### src/rtl/dynamic_adder_pkg.sv
// Shared types and default parameter values for the dynamic adder requester.
package dynamic_adder_pkg;

  localparam int DEF_WIDTH       = 32;
  localparam int DEF_TIMEOUT     = 16;
  localparam int DEF_MIN_WAIT    = 3;
  localparam int DEF_SYNC_STAGES = 2;

  typedef enum logic [1:0] {
    IDLE   = 2'd0,
    LAUNCH = 2'd1,
    WAIT   = 2'd2,
    HOLD   = 2'd3
  } state_e;

endpackage

### src/rtl/dynamic_adder_requester_sync_bit.sv
// Multi-flop synchronizer for a single asynchronous level signal.
module sync_bit #(
  parameter int STAGES = 2
) (
  input  logic clk,
  input  logic rst_n,
  input  logic d,
  output logic q
);

  logic [STAGES-1:0] sync_q;
  logic [STAGES-1:0] sync_d;

  always_comb begin
    sync_d    = sync_q << 1;
    sync_d[0] = d;
  end

  // NOTE: reset lives inside the clocked branch, so it is synchronous and
  // only takes effect on a rising clk edge.
  always_ff @(posedge clk) begin
    if (!rst_n) sync_q <= '0;
    else        sync_q <= sync_d;
  end

  assign q = sync_q[STAGES-1];

endmodule

### src/rtl/dynamic_adder_requester.sv
// Initiator side of the dynamic adder handshake: launches one addition at a
// time, waits for the adder's R (or a timeout) and presents the result.
module dynamic_adder_requester
  import dynamic_adder_pkg::*;
#(
  parameter  int WIDTH       = DEF_WIDTH,
  parameter  int TIMEOUT     = DEF_TIMEOUT,
  parameter  int MIN_WAIT    = DEF_MIN_WAIT,
  parameter  int SYNC_STAGES = DEF_SYNC_STAGES,
  localparam int CW          = $clog2(TIMEOUT + 1)
) (
  input  logic             clk,
  input  logic             rst_n,
  input  logic             op_valid,
  output logic             op_ready,
  input  logic [WIDTH-1:0] op_a,
  input  logic [WIDTH-1:0] op_b,
  input  logic             op_cin,
  output logic [WIDTH-1:0] add_A,
  output logic [WIDTH-1:0] add_B,
  output logic             add_Cin,
  output logic             add_F,
  output logic             add_request,
  input  logic             add_R,
  input  logic [WIDTH-1:0] add_sum,
  input  logic             add_Cout,
  output logic             res_valid,
  input  logic             res_ready,
  output logic [WIDTH-1:0] res_sum,
  output logic             res_cout,
  output logic             res_timeout,
  output logic [CW-1:0]    res_cycles
);

  state_e           state_q, state_d;
  logic [CW-1:0]    wait_cnt_q, wait_cnt_d;
  logic [WIDTH-1:0] a_q, a_d, b_q, b_d;
  logic             cin_q, cin_d;
  logic [WIDTH-1:0] sum_q, sum_d;
  logic             cout_q, cout_d;
  logic             timeout_q, timeout_d;
  logic [CW-1:0]    cycles_q, cycles_d;
  logic             r_sync;

  sync_bit #(.STAGES(SYNC_STAGES)) u_sync_r (
    .clk   (clk),
    .rst_n (rst_n),
    .d     (add_R),
    .q     (r_sync)
  );

  // NOTE: every *_d takes its hold value first so no path through the case
  // leaves a signal unassigned, which would infer a latch.
  always_comb begin
    state_d    = state_q;
    wait_cnt_d = wait_cnt_q;
    a_d        = a_q;
    b_d        = b_q;
    cin_d      = cin_q;
    sum_d      = sum_q;
    cout_d     = cout_q;
    timeout_d  = timeout_q;
    cycles_d   = cycles_q;

    case (state_q)
      IDLE: begin
        if (op_valid) begin
          a_d     = op_a;
          b_d     = op_b;
          cin_d   = op_cin;
          state_d = LAUNCH;
        end
      end
      LAUNCH: begin
        wait_cnt_d = '0;
        state_d    = WAIT;
      end
      WAIT: begin
        // R before MIN_WAIT may still be the previous operation's completion.
        if (r_sync && (wait_cnt_q >= CW'(MIN_WAIT))) begin
          sum_d     = add_sum;
          cout_d    = add_Cout;
          cycles_d  = wait_cnt_q;
          timeout_d = 1'b0;
          state_d   = HOLD;
        end else if (wait_cnt_q == CW'(TIMEOUT - 1)) begin
          sum_d     = add_sum;
          cout_d    = add_Cout;
          cycles_d  = CW'(TIMEOUT);
          timeout_d = 1'b1;
          state_d   = HOLD;
        end else begin
          wait_cnt_d = wait_cnt_q + CW'(1);
        end
      end
      HOLD: begin
        if (res_ready) state_d = IDLE;
      end
      default: state_d = IDLE;
    endcase
  end

  // NOTE: sequential state uses non-blocking assignments so all flops update
  // together from values sampled before the edge.
  always_ff @(posedge clk) begin
    if (!rst_n) begin
      state_q    <= IDLE;
      wait_cnt_q <= '0;
      a_q        <= '0;
      b_q        <= '0;
      cin_q      <= 1'b0;
      sum_q      <= '0;
      cout_q     <= 1'b0;
      timeout_q  <= 1'b0;
      cycles_q   <= '0;
    end else begin
      state_q    <= state_d;
      wait_cnt_q <= wait_cnt_d;
      a_q        <= a_d;
      b_q        <= b_d;
      cin_q      <= cin_d;
      sum_q      <= sum_d;
      cout_q     <= cout_d;
      timeout_q  <= timeout_d;
      cycles_q   <= cycles_d;
    end
  end

  assign op_ready    = (state_q == IDLE);
  assign add_F       = (state_q == LAUNCH);
  assign add_request = (state_q == LAUNCH) || (state_q == WAIT);
  assign res_valid   = (state_q == HOLD);
  assign add_A       = a_q;
  assign add_B       = b_q;
  assign add_Cin     = cin_q;
  assign res_sum     = sum_q;
  assign res_cout    = cout_q;
  assign res_timeout = timeout_q;
  assign res_cycles  = cycles_q;

endmodule

### config.mk
export PLATFORM = sky130hd
export DESIGN_NAME = dynamic_adder_requester
export DESIGN_NICKNAME = d
export VERILOG_FILES = /design/src/rtl/dynamic_adder_pkg.sv /design/src/rtl/dynamic_adder_requester_sync_bit.sv /design/src/rtl/dynamic_adder_requester.sv
export SDC_FILE = /design/constraint.sdc
export NUM_CORES = 1
export LEC_CHECK = 0
export ABC_AREA = 1
export CORE_ASPECT_RATIO = 1.4
export CORE_MARGIN = 1
export CORE_UTILIZATION = 30
export CTS_BUF_LIST = sky130_fd_sc_hd__clkbuf_4 sky130_fd_sc_hd__clkbuf_8
export DETAILED_ROUTE_END_ITERATION = 16
export GPL_ROUTABILITY_DRIVEN = 0
export PLACE_DENSITY = 0.64
export SKIP_CTS_REPAIR_TIMING = 1
export SLEW_MARGIN = 15
export SYNTH_ARGS = -nofsm -noshare
export SYNTH_HDL_FRONTEND = slang
export SYNTH_SLANG_ARGS = --single-unit
### constraint.sdc
create_clock -name clk -period 3.97 [get_ports clk]
set_input_delay 0.794 -clock clk [delete_from_list [all_inputs] [get_ports clk]]
set_output_delay 0.794 -clock clk [all_outputs]
set_load 0.02 [all_outputs]
==> reports/summary.txt <==
Vias per inst -> 4.421
Busiest grt layer -> met2
F_max -> 366.1 MHz
Final Setup Violations -> 0
Status -> finished clean
Worst Hold Class -> flop to flop
Critical Path Sink Type -> primary output
Leak pwr -> 0.002568 µW
Synth Cell Area -> 4179 µm²
CTS Buffer Depth -> 2
Syn nets -> 640
CTS tree -> done
RR Endpoint -> res_sum[19]$_SDFFE_PN0P_
GRT Total Usage -> 16.59%
Critical Path End -> add_request
Seq/Total Area, Yosys -> 54.13%
Top cell type's share of synthesized area -> 54.13%
Critical Path RT -> 3.18 ns
First drt pass iteration count -> 4
Congestion Overflow GR -> 0
Post-Syn Instances -> 531
Worst-path clk slew -> 0.07 ns
Final ANT Viol Nets -> 0
Crit path DAT -> 1.94 ns
Mux share of post-synthesis cell area -> 0%
Setup TNS Final -> 0 ns
Met2 usage -> 26.92%
Die H -> 141.7 µm
Worst Path Max Fanout -> 4
Global Route met3 Usage -> 8.719%
Num CTS Buffers -> 17
Worst Setup SP -> state_q[0]$_SDFFE_PN0P_
Area growth syn-to-layout -> 63.23%
Clock skew -> 0.009584 ns
Top Ports -> 211
Placed insts -> 894
Nets -> 840
Path depth of the worst reg2reg path -> 9
Later-pin clock latency in the skew report -> 0.42 ns
Pin count of the biggest net entering global routing -> 66
Routed WL -> 11910 µm
Power per standard cell area -> 582.5 nW/µm²
H-tree levels -> 4
Sink Count -> 113
R2r setup slk -> 1.71 ns
Synth area leader -> dfxtp_1
Syn. warnings -> 0
Die X -> 101.8 µm
Simple-Gate Fraction of Synth Area -> 24.16%
Tmin final -> 2.731 ns
Critical path class -> flop to primary output
CORE AREA -> 13510 µm²
Post-synth cell types -> 24
Pins Over Slew Limit -> 0
Main area contributors after synthesis -> dfxtp_1 (54%), nor2_1 (13%), o21ai_0 (8.0%)
Worst path max stage delay -> 0.66 ns
Root Driver -> clkbuf_8
Antenna diodes -> 0
DIE AREA -> 14410 µm²
Mapped Avg Cell Area -> 7.870 µm²
Crit Reg-Reg Startpoint -> wait_cnt_q[0]$_SDFFE_PN0P_
Synth Area in XOR/XNOR -> 0%
Worst-path cell chain -> inv_1 -> ha_1 -> clkdlybuf4s50_1
Max-Cap Viols -> 0
VDD IR max -> 0.6249 mV
Share of layout cells above drive strength 1 -> 8.737%
Vias in the first global route -> 3850
Rows -> 50
Post-route design area -> 6822 µm²
Routing usage on met1 -> 17.84%
DR vias -> 4094
Hold Vio Cnt, Final -> 0
Synth Area in Adders -> 1.796%
RSZ-0062 raised after global routing -> false
Initial DRC count -> 89
Crit path launch type -> flop
First-pass GRT wire length -> 18550 µm
Largest family of logic cells by synthesized area -> simple AND/OR/NAND/NOR gates
Port bufs -> 210
Slowest CP cell -> clkdlybuf4s50_1
Initial core utilization -> 30.93%
WL/cell -> 12.86 µm
Yosys reg bits -> 113
Dpl cell area -> 6370 µm²
Filler-free cell count of the finished design -> 926
Initial antenna violation count -> 0
DP HPWL -> 8558 µm
Compound-Gate Fraction of Synth Area -> 14.19%
Number of remaining DRC errors -> 0
Relative slew slack -> 27.57%
Final period util -> 68.80%
Worst-Margin Slew -> 1.085 ns
-- placed cells by master (no fill, tap or decap), drive strengths merged --
cell	instances
a21oi	41
nand4	3
inv	22
or2	2
o211ai	2
clkinv	5
buf	4
nand2	96
clkinvlp	3
clkdlybuf4s50	209
bufinv	4
dfxtp	113
ha	6
o21ai	67
clkbuf	18
nor2	144
nand3	5
-- state kept, by name, indices dropped and copies added (netlist names) --
signal           cells
wait_cnt_q           5
res_cycles           5
u_sync_r.sync_q      2
add_Cin              1
res_timeout          1
res_sum             32
add_A               32
add_B               32
res_cout             1
state_q              2
-- synthesized netlist by cell type, drive strengths merged --
library cell / n
nor2: 144
or2: 2
clkinv: 1
nand3: 5
buf: 10
nand4: 3
a21oi: 41
o21ai: 67
o211ai: 2
nand2: 96
ha: 6
dfxtp: 113
clkbuf: 22
inv: 19
-- through the flow --
stage	worst slack, ns	utilization (%)	hold slack [ns]	total power [µW]
6_report	1.239	50.48	0.4234	3974
5_1_grt	1.127	50.48	0.4438	4208
4_1_cts	1.194	50.48	0.4286	4032
3_5_place_dp	1.492	47.14	0.3981	2801
3_3_place_gp	1.560	47.14	0.3937	2777
2_1_floorplan	2.333	-	0.3905	2183
-- area by class of cell --
type | instances | area (µm²)
inverter | 20 | 80.08
fill | 1327 | 6691
timing repair buffer | 213 | 2120
clock inverter | 14 | 203.9
sequential | 113 | 2262
clock buffer | 18 | 247.7
tap | 182 | 227.7
multi-input combinational | 366 | 1680
-- worst max-delay path, delay by kind of cell (launching register included) --
family	cells	cell delay, ns
flip-flops	1	0.36
buffers and inverters	2	0.75
adder cells (fa/ha/maj)	1	0.40
-- kinds of logic (layout without fill, tap and decap cells) --
group	count (synthesis)	after routing
AND/OR/NAND/NOR	250	250
flip-flops	113	113
buffers and inverters	52	265
AO/OA/AOI/OAI	110	110
adder cells (fa/ha/maj)	6	6
-- worst min path at each step --
| stage | from | to | cells past startpoint |
|---|---|---|---|
| CTS | u_sync_r.sync_q[0]$_SDFF_PN0_ | u_sync_r.sync_q[1]$_SDFF_PN0_ | 2 |
| global route | u_sync_r.sync_q[0]$_SDFF_PN0_ | u_sync_r.sync_q[1]$_SDFF_PN0_ | 2 |
| floorplan | u_sync_r.sync_q[0]$_SDFF_PN0_ | u_sync_r.sync_q[1]$_SDFF_PN0_ | 2 |
| finish | u_sync_r.sync_q[0]$_SDFF_PN0_ | u_sync_r.sync_q[1]$_SDFF_PN0_ | 2 |
| detailed placement | u_sync_r.sync_q[0]$_SDFF_PN0_ | u_sync_r.sync_q[1]$_SDFF_PN0_ | 2 |
| global placement | u_sync_r.sync_q[0]$_SDFF_PN0_ | u_sync_r.sync_q[1]$_SDFF_PN0_ | 2 |
-- metal layers --
metal  vias to the layer above  part of all wire, %
met3                        18                   12
met4                         0                  1.8
met2                       190                   46
li1                       2086                    -
met5                         -                    0
met1                      1800                   41
-- report_power, final --
| group | switching (µW) | total, µW | leakage [µW] | internal (µW) |
|---|---|---|---|---|
| registers | 109 | 1440 | 0.000926 | 1330 |
| clock network | 495 | 1200 | 0.000216 | 710 |
| logic | 744 | 1330 | 0.00143 | 589 |
| total | 1350 | 3970 | 0.00257 | 2630 |
No activity file was read; power rests on OpenSTA's default activity.
